[src/rtl/knight_pkg.sv]
// Shared constants and state types for the KnightsTour UART command link.
// Baud default, response codes and FSM encodings live here.
package knight_pkg;

  localparam int BAUD_DIV_DEF = 2604;

  localparam logic [7:0] RESP_DONE = 8'hA5;
  localparam logic [7:0] RESP_ACK  = 8'h5A;

  typedef enum logic [1:0] {
    RX_IDLE,
    RX_START,
    RX_DATA,
    RX_STOP
  } rx_state_t;

  typedef enum logic {
    ASM_WAIT_HI,
    ASM_WAIT_LO
  } asm_state_t;

  typedef enum logic {
    TX_IDLE,
    TX_TRANSMIT
  } tx_state_t;

endpackage

[src/rtl/uart_byte_tx.sv]
// UART byte serializer: 8N1 frame, LSB first, one bit per BAUD_DIV clocks.
// Line idles high; o_done is a level raised after the stop bit completes.
module uart_byte_tx
  import knight_pkg::*;
#(
  parameter int BAUD_DIV = BAUD_DIV_DEF
) (
  input  logic       clk,
  input  logic       rst_n,
  input  logic       i_send,
  input  logic [7:0] i_data,
  output logic       o_tx,
  output logic       o_done
);

  localparam logic [11:0] FULL = 12'(BAUD_DIV - 1);

  tx_state_t   r_st;
  tx_state_t   w_st_nxt;
  logic [9:0]  r_sh;
  logic [11:0] r_cnt;
  logic [3:0]  r_bits;
  logic        r_done;
  logic        w_load;
  logic        w_shift;
  logic        w_last;

  // State register.
  always_ff @(posedge clk or negedge rst_n) begin
    if (!rst_n) r_st <= TX_IDLE;
    else        r_st <= w_st_nxt;
  end

  // Next state; a send request is only honoured while idle.
  always_comb begin
    w_st_nxt = r_st;
    w_load   = 1'b0;
    w_shift  = 1'b0;
    w_last   = 1'b0;
    unique case (r_st)
      TX_IDLE: begin
        if (i_send) begin
          w_st_nxt = TX_TRANSMIT;
          w_load   = 1'b1;
        end
      end
      TX_TRANSMIT: begin
        if (r_cnt == 12'd0) begin
          w_shift = 1'b1;
          if (r_bits == 4'd9) begin
            w_st_nxt = TX_IDLE;
            w_last   = 1'b1;
          end
        end
      end
      default: w_st_nxt = TX_IDLE;
    endcase
  end

  // Shifter backfills ones so the line idles high once the frame is out.
  always_ff @(posedge clk or negedge rst_n) begin
    if (!rst_n) begin
      r_sh   <= 10'h3FF;
      r_cnt  <= 12'd0;
      r_bits <= 4'd0;
      r_done <= 1'b0;
    end else if (w_load) begin
      r_sh   <= {1'b1, i_data, 1'b0};
      r_cnt  <= FULL;
      r_bits <= 4'd0;
      r_done <= 1'b0;
    end else if (w_shift) begin
      r_sh   <= {1'b1, r_sh[9:1]};
      r_cnt  <= FULL;
      r_bits <= r_bits + 4'd1;
      if (w_last) r_done <= 1'b1;
    end else if (r_st == TX_TRANSMIT) begin
      r_cnt  <= r_cnt - 12'd1;
    end
  end

  assign o_tx   = r_sh[0];
  assign o_done = r_done;

endmodule

[src/rtl/uart_cmd_wrapper.sv]
// UART command link: RX deserializer, 2-byte command assembler, TX responder.
// Optional CMD_TIMEOUT_EN drops a stale high byte after TIMEOUT_CLKS clocks.
module uart_cmd_wrapper
  import knight_pkg::*;
#(
  parameter int          BAUD_DIV     = BAUD_DIV_DEF,
  parameter logic [19:0] TIMEOUT_CLKS = 20'd1_000_000
) (
  input  logic        clk,
  input  logic        rst_n,
  input  logic        RX,
  output logic        TX,
  output logic [15:0] cmd,
  output logic        cmd_rdy,
  input  logic        clr_cmd_rdy,
  input  logic [7:0]  resp,
  input  logic        send_resp,
  output logic        resp_sent
);

  localparam logic [11:0] HALF = 12'(BAUD_DIV / 2);
  localparam logic [11:0] FULL = 12'(BAUD_DIV - 1);

  logic        r_rx_s1;
  logic        r_rx_s2;
  logic        r_rx_s3;
  logic        w_rx;
  logic        w_fall;
  logic        w_tick;

  rx_state_t   r_rx_st;
  rx_state_t   w_rx_nxt;
  logic [11:0] r_rx_cnt;
  logic [11:0] w_cnt_nxt;
  logic [2:0]  r_bit_idx;
  logic [2:0]  w_bit_nxt;
  logic [7:0]  r_rx_sh;
  logic [7:0]  w_sh_nxt;
  logic        w_rx_rdy;
  logic        w_frm_err;

  asm_state_t  r_asm;
  asm_state_t  w_asm_nxt;
  logic [7:0]  r_hi;
  logic [15:0] r_cmd;
  logic        r_cmd_rdy;
  logic        w_store_hi;
  logic        w_store_cmd;
  logic        w_timeout;

  // Two-flop synchronizer plus a delay flop for start-edge detection.
  always_ff @(posedge clk or negedge rst_n) begin
    if (!rst_n) begin
      r_rx_s1 <= 1'b1;
      r_rx_s2 <= 1'b1;
      r_rx_s3 <= 1'b1;
    end else begin
      r_rx_s1 <= RX;
      r_rx_s2 <= r_rx_s1;
      r_rx_s3 <= r_rx_s2;
    end
  end

  assign w_rx   = r_rx_s2;
  assign w_fall = r_rx_s3 & ~r_rx_s2;
  assign w_tick = (r_rx_cnt == 12'd0);

  // RX state and datapath registers.
  always_ff @(posedge clk or negedge rst_n) begin
    if (!rst_n) begin
      r_rx_st   <= RX_IDLE;
      r_rx_cnt  <= 12'd0;
      r_bit_idx <= 3'd0;
      r_rx_sh   <= 8'd0;
    end else begin
      r_rx_st   <= w_rx_nxt;
      r_rx_cnt  <= w_cnt_nxt;
      r_bit_idx <= w_bit_nxt;
      r_rx_sh   <= w_sh_nxt;
    end
  end

  // RX sequencing: half-bit start check, then centre-of-bit sampling.
  always_comb begin
    w_rx_nxt  = r_rx_st;
    w_cnt_nxt = w_tick ? 12'd0 : r_rx_cnt - 12'd1;
    w_bit_nxt = r_bit_idx;
    w_sh_nxt  = r_rx_sh;
    w_rx_rdy  = 1'b0;
    w_frm_err = 1'b0;
    unique case (r_rx_st)
      RX_IDLE: begin
        w_cnt_nxt = HALF;
        if (w_fall) w_rx_nxt = RX_START;
      end
      RX_START: begin
        if (w_tick) begin
          if (!w_rx) begin
            w_rx_nxt  = RX_DATA;
            w_cnt_nxt = FULL;
            w_bit_nxt = 3'd0;
          end else begin
            w_rx_nxt  = RX_IDLE;
          end
        end
      end
      RX_DATA: begin
        if (w_tick) begin
          w_sh_nxt  = {w_rx, r_rx_sh[7:1]};
          w_cnt_nxt = FULL;
          w_bit_nxt = r_bit_idx + 3'd1;
          if (r_bit_idx == 3'd7) w_rx_nxt = RX_STOP;
        end
      end
      RX_STOP: begin
        if (w_tick) begin
          w_rx_nxt = RX_IDLE;
          if (w_rx) w_rx_rdy  = 1'b1;
          else      w_frm_err = 1'b1;
        end
      end
      default: w_rx_nxt = RX_IDLE;
    endcase
  end

`ifdef CMD_TIMEOUT_EN
  logic [19:0] r_to_cnt;

  // Gap timer: runs only while a high byte waits for its partner.
  always_ff @(posedge clk or negedge rst_n) begin
    if (!rst_n) begin
      r_to_cnt <= 20'd0;
    end else if (r_asm != ASM_WAIT_LO || w_rx_rdy || w_frm_err) begin
      r_to_cnt <= 20'd0;
    end else begin
      r_to_cnt <= r_to_cnt + 20'd1;
    end
  end

  assign w_timeout = (r_asm == ASM_WAIT_LO) &&
                     (r_to_cnt == TIMEOUT_CLKS - 20'd1);
`else
  assign w_timeout = 1'b0;
`endif

  // Assembler state register.
  always_ff @(posedge clk or negedge rst_n) begin
    if (!rst_n) r_asm <= ASM_WAIT_HI;
    else        r_asm <= w_asm_nxt;
  end

  // Pair bytes high-then-low; errors and timeouts restart the pair.
  always_comb begin
    w_asm_nxt   = r_asm;
    w_store_hi  = 1'b0;
    w_store_cmd = 1'b0;
    unique case (r_asm)
      ASM_WAIT_HI: begin
        if (w_rx_rdy) begin
          w_asm_nxt  = ASM_WAIT_LO;
          w_store_hi = 1'b1;
        end
      end
      ASM_WAIT_LO: begin
        if (w_rx_rdy) begin
          w_asm_nxt   = ASM_WAIT_HI;
          w_store_cmd = 1'b1;
        end else if (w_frm_err || w_timeout) begin
          w_asm_nxt   = ASM_WAIT_HI;
        end
      end
      default: w_asm_nxt = ASM_WAIT_HI;
    endcase
  end

  // Command registers; a completed command beats a same-cycle clear.
  always_ff @(posedge clk or negedge rst_n) begin
    if (!rst_n) begin
      r_hi      <= 8'd0;
      r_cmd     <= 16'd0;
      r_cmd_rdy <= 1'b0;
    end else begin
      if (w_store_hi) begin
        r_hi <= r_rx_sh;
      end else if (r_asm == ASM_WAIT_LO && w_asm_nxt == ASM_WAIT_HI) begin
        r_hi <= 8'd0;
      end
      if (w_store_cmd) r_cmd <= {r_hi, r_rx_sh};
      if (w_store_cmd) begin
        r_cmd_rdy <= 1'b1;
      end else if (w_store_hi || clr_cmd_rdy) begin
        r_cmd_rdy <= 1'b0;
      end
    end
  end

  assign cmd     = r_cmd;
  assign cmd_rdy = r_cmd_rdy;

  uart_byte_tx #(
    .BAUD_DIV (BAUD_DIV)
  ) u_tx (
    .clk    (clk),
    .rst_n  (rst_n),
    .i_send (send_resp),
    .i_data (resp),
    .o_tx   (TX),
    .o_done (resp_sent)
  );

endmodule

[config.mk]
export PLATFORM = sky130hd
export DESIGN_NAME = uart_cmd_wrapper
export DESIGN_NICKNAME = d
export VERILOG_FILES = /design/src/rtl/knight_pkg.sv /design/src/rtl/uart_byte_tx.sv /design/src/rtl/uart_cmd_wrapper.sv
export SDC_FILE = /design/constraint.sdc
export NUM_CORES = 1
export LEC_CHECK = 0
export CAP_MARGIN = 5
export CORE_UTILIZATION = 35
export CTS_CLUSTER_SIZE = 25
export DETAILED_ROUTE_END_ITERATION = 8
export PLACE_DENSITY_LB_ADDON = 0.25
export SLEW_MARGIN = 40
export SYNTH_ARGS = -nofsm -noshare
export SYNTH_HDL_FRONTEND = slang
export SYNTH_SLANG_ARGS = --single-unit
[constraint.sdc]
create_clock -name clk -period 4.75 [get_ports clk]
set_clock_uncertainty 0.15 [all_clocks]
set_input_delay 0.7125 -clock clk [delete_from_list [all_inputs] [get_ports clk]]
set_output_delay 0.7125 -clock clk [all_outputs]
set_load 0.05 [all_outputs]
==> qor.csv <==
metric,value,unit
p_sw_share,33.1,%
synthArstFlopShare,100,%
fp.coreArea,10400,um2
power.internal,1.18,mW
rr_startpoint,r_rx_cnt[0],
outcome,"finished, final reports clean",
synth-edff-count,0,
reg2reg_depth,7,
routabilityCongestion,0.832,
cap_violations,0,
drive_gt1_share,16.0,%
final_nets,409,
period_share,62.0,%
setup_viol_count_final,0,
end_kind,flop,
yosys-top-cells-area,"dfrtp_1, dfstp_2, mux2_2",
startpoint,r_rx_cnt[0],
synth_cells,363,
cts_resized,0,
cts_hold_buf,0,
h-tree-depth,3,
cts.path.max_buffers,2,
dpl.hpwl,4820,um
finalWirelength,7280,um
hold_class,in2async,
grt_max_degree,82,
vias,2725,
p_sw,0.586,mW
ys.flop_type,dfrtp_1,
cp_cell_sequence,inv_1 > ha_1 > or4b_1 > nor3_2 > buf_4 > and4_1 > mux2_2,
synth_cell_type_count,53,
yosys-top-cells-count,"dfrtp_1, nand2_1, nor2_1",
startpoint_type,flop,
slew_viol_final,0,
die_height,106,um
syn_to_final_growth,15.8,%
min_period,2950,ps
drc_errors,0,
dr.pass1.iters,4,
wire_per_inst,13.7,um
yosys.cell_count.top_type,dfrtp_1,
ys_seq_area_share,54.0,%
clk_pin_slew,80,ps
pwr-share-comb,20.4,%
power.leakage,1.90,nW
maxSlewHeadroom,49.1,%
crit_slowest_cell,and4_1,
power_density,404,nW/um2
grt.total_usage,14.1,%
reg2reg_slack,1800,ps
final_cell_count_no_fill,530,
vias_per_cell,5.14,
syn_nets,383,
row_count,37,
drtIter0Drc,69,
rsz0062_at_grt,no,
synth-seq-cells,81,
fmax,0.339,GHz
yosys.area.top_type,dfrtp_1,
antenna-diode-count,0,
clk-insertion-delay-late,350,ps
cts_setup_buffers,0,
max_stage_delay,710,ps
yosys_warnings,0,
grt_pass1_vias,2621,
cp.arrival,3020,ps
placed_cells,514,
netlist_area,3780,um2
grt_pass1_wl,12600,um
finalSetupTns,0,ps
die_w,106,um
p_clk_share,25.5,%
p_seq_share,54.1,%
path_max_fanout,17,
final-hold-violation-count,0,
gr-total-overflow,0,
crit_type,reg2reg,
crit_end,cmd[4],
ant_nets,0,
portBuffers,31,
syn_area_per_cell,10.4,um2
vdd.ir_drop.worst,0.214,mV
netlist.area_leader.share,45.6,%
dieArea,11200,um2
tightest_slew,764,ps
reg2reg_to,cmd[4],
initial_core_util,36.3,%
ios,32,
cts-root-buf,clkbuf_8,
cts_tree,built,
cts-buffers-inserted,9,
clock-sinks,81,
required,4830,ps
final_core_util,42.1,%
antenna_found_initial,0,
cell usage in the layout (no fill, tap or decap), types with 3 or more instances in the layout:
cell type and count:
mux2_2 24, a21oi_1 11, clkdlybuf4s50_1 30, nand4_1 4, nand2_1 48, a31oi_1 11, or3_1 3, o21ai_1 3
o22ai_1 3, o21ai_0 5, nor2b_1 4, clkbuf_8 10, xnor2_1 5, ha_1 7, nand3_1 25, inv_1 10
nor3_1 7, dfrtp_1 69, nor4_1 6, nor2_1 30, or4_1 9, o211ai_1 3, a311oi_1 3, xor2_1 5
dfstp_2 12
cell families after synthesis:
logic type | count (synthesis) | share of synthesized area (%)
mux | 25 | 7.41
fa+ha+maj | 7 | 2.31
xor+xnor | 10 | 2.31
flops | 81 | 54.0
buf+inv | 28 | 3.44
compound gates | 56 | 9.89
simple gates | 156 | 20.7
power by group through the flow:
stage / Sequential [mW] / Clock [mW] / Combinational [mW]
after floorplan: 0.933 / 0 / 0.286
after global placement: 0.956 / 0 / 0.352
after detailed placement: 0.964 / 0 / 0.361
after CTS: 0.953 / 0.475 / 0.363
after global routing: 0.977 / 0.499 / 0.408
final: 0.957 / 0.452 / 0.360
critical path, delay by kind of cell (launching register included):
kind / cells / cell delay, ps
simple gates: 3 / 1380
flops: 1 / 420
mux: 1 / 410
buf+inv: 2 / 300
fa+ha+maj: 1 / 160
registers in the layout (all words and copies together) (netlist names), named ones only:
register / count
cmd: 16
cmd_rdy: 1
r_asm: 1
r_bit_idx: 3
r_hi: 8
r_rx_cnt: 12
r_rx_s1: 1
r_rx_s2: 1
r_rx_s3: 1
r_rx_sh: 8
r_rx_st: 1
u_tx.o_done: 1
u_tx.r_bits: 4
u_tx.r_cnt: 12
u_tx.r_sh: 9
u_tx.r_st: 1
layer usage:
| layer | routed length [um] | track usage (%) | part of all wire (%) |
|---|---|---|---|
| met1 | 3610 | 18.8 | 50 |
| met3 | 237 | 4.29 | 3.3 |
| met5 | 0 | 0 | 0 |
| met2 | 3410 | 22.2 | 47 |
| met4 | 29 | 3.87 | 0.40 |
how the worst min path moves through the flow:
| stage | from | endpoint | cells past startpoint |
|---|---|---|---|
| floorplan | r_rx_s1 | r_rx_s2 | 0 |
| global placement | r_rx_s1 | r_rx_s2 | 0 |
| detailed placement | r_rx_s1 | r_rx_s2 | 0 |
| CTS | r_rx_s1 | r_rx_s2 | 0 |
| global route | r_rx_s1 | r_rx_s2 | 0 |
| finish | rst_n | r_rx_cnt[9] | 1 |
metrics by stage:
stage,hold slack [ps],cell area (um2),power [mW],worst slack [ps]
detailed placement,203,4190,1.33,1760
global route,242,4380,1.88,1610
global placement,197,4180,1.31,1860
floorplan,195,3780,1.22,2380
finish,215,4380,1.77,1800
CTS,235,4370,1.79,1750
area by class of cell:
cell class / instances / area [um2]
flip-flops and latches: 81 / 2040
clock inverters: 7 / 53.8
repair buffers: 33 / 329
well taps: 136 / 170
clock buffers: 9 / 124
fillers: 1023 / 6030
multi-input cells: 254 / 1630
inverters: 10 / 37.5
(Power assumes the default switching activity.)
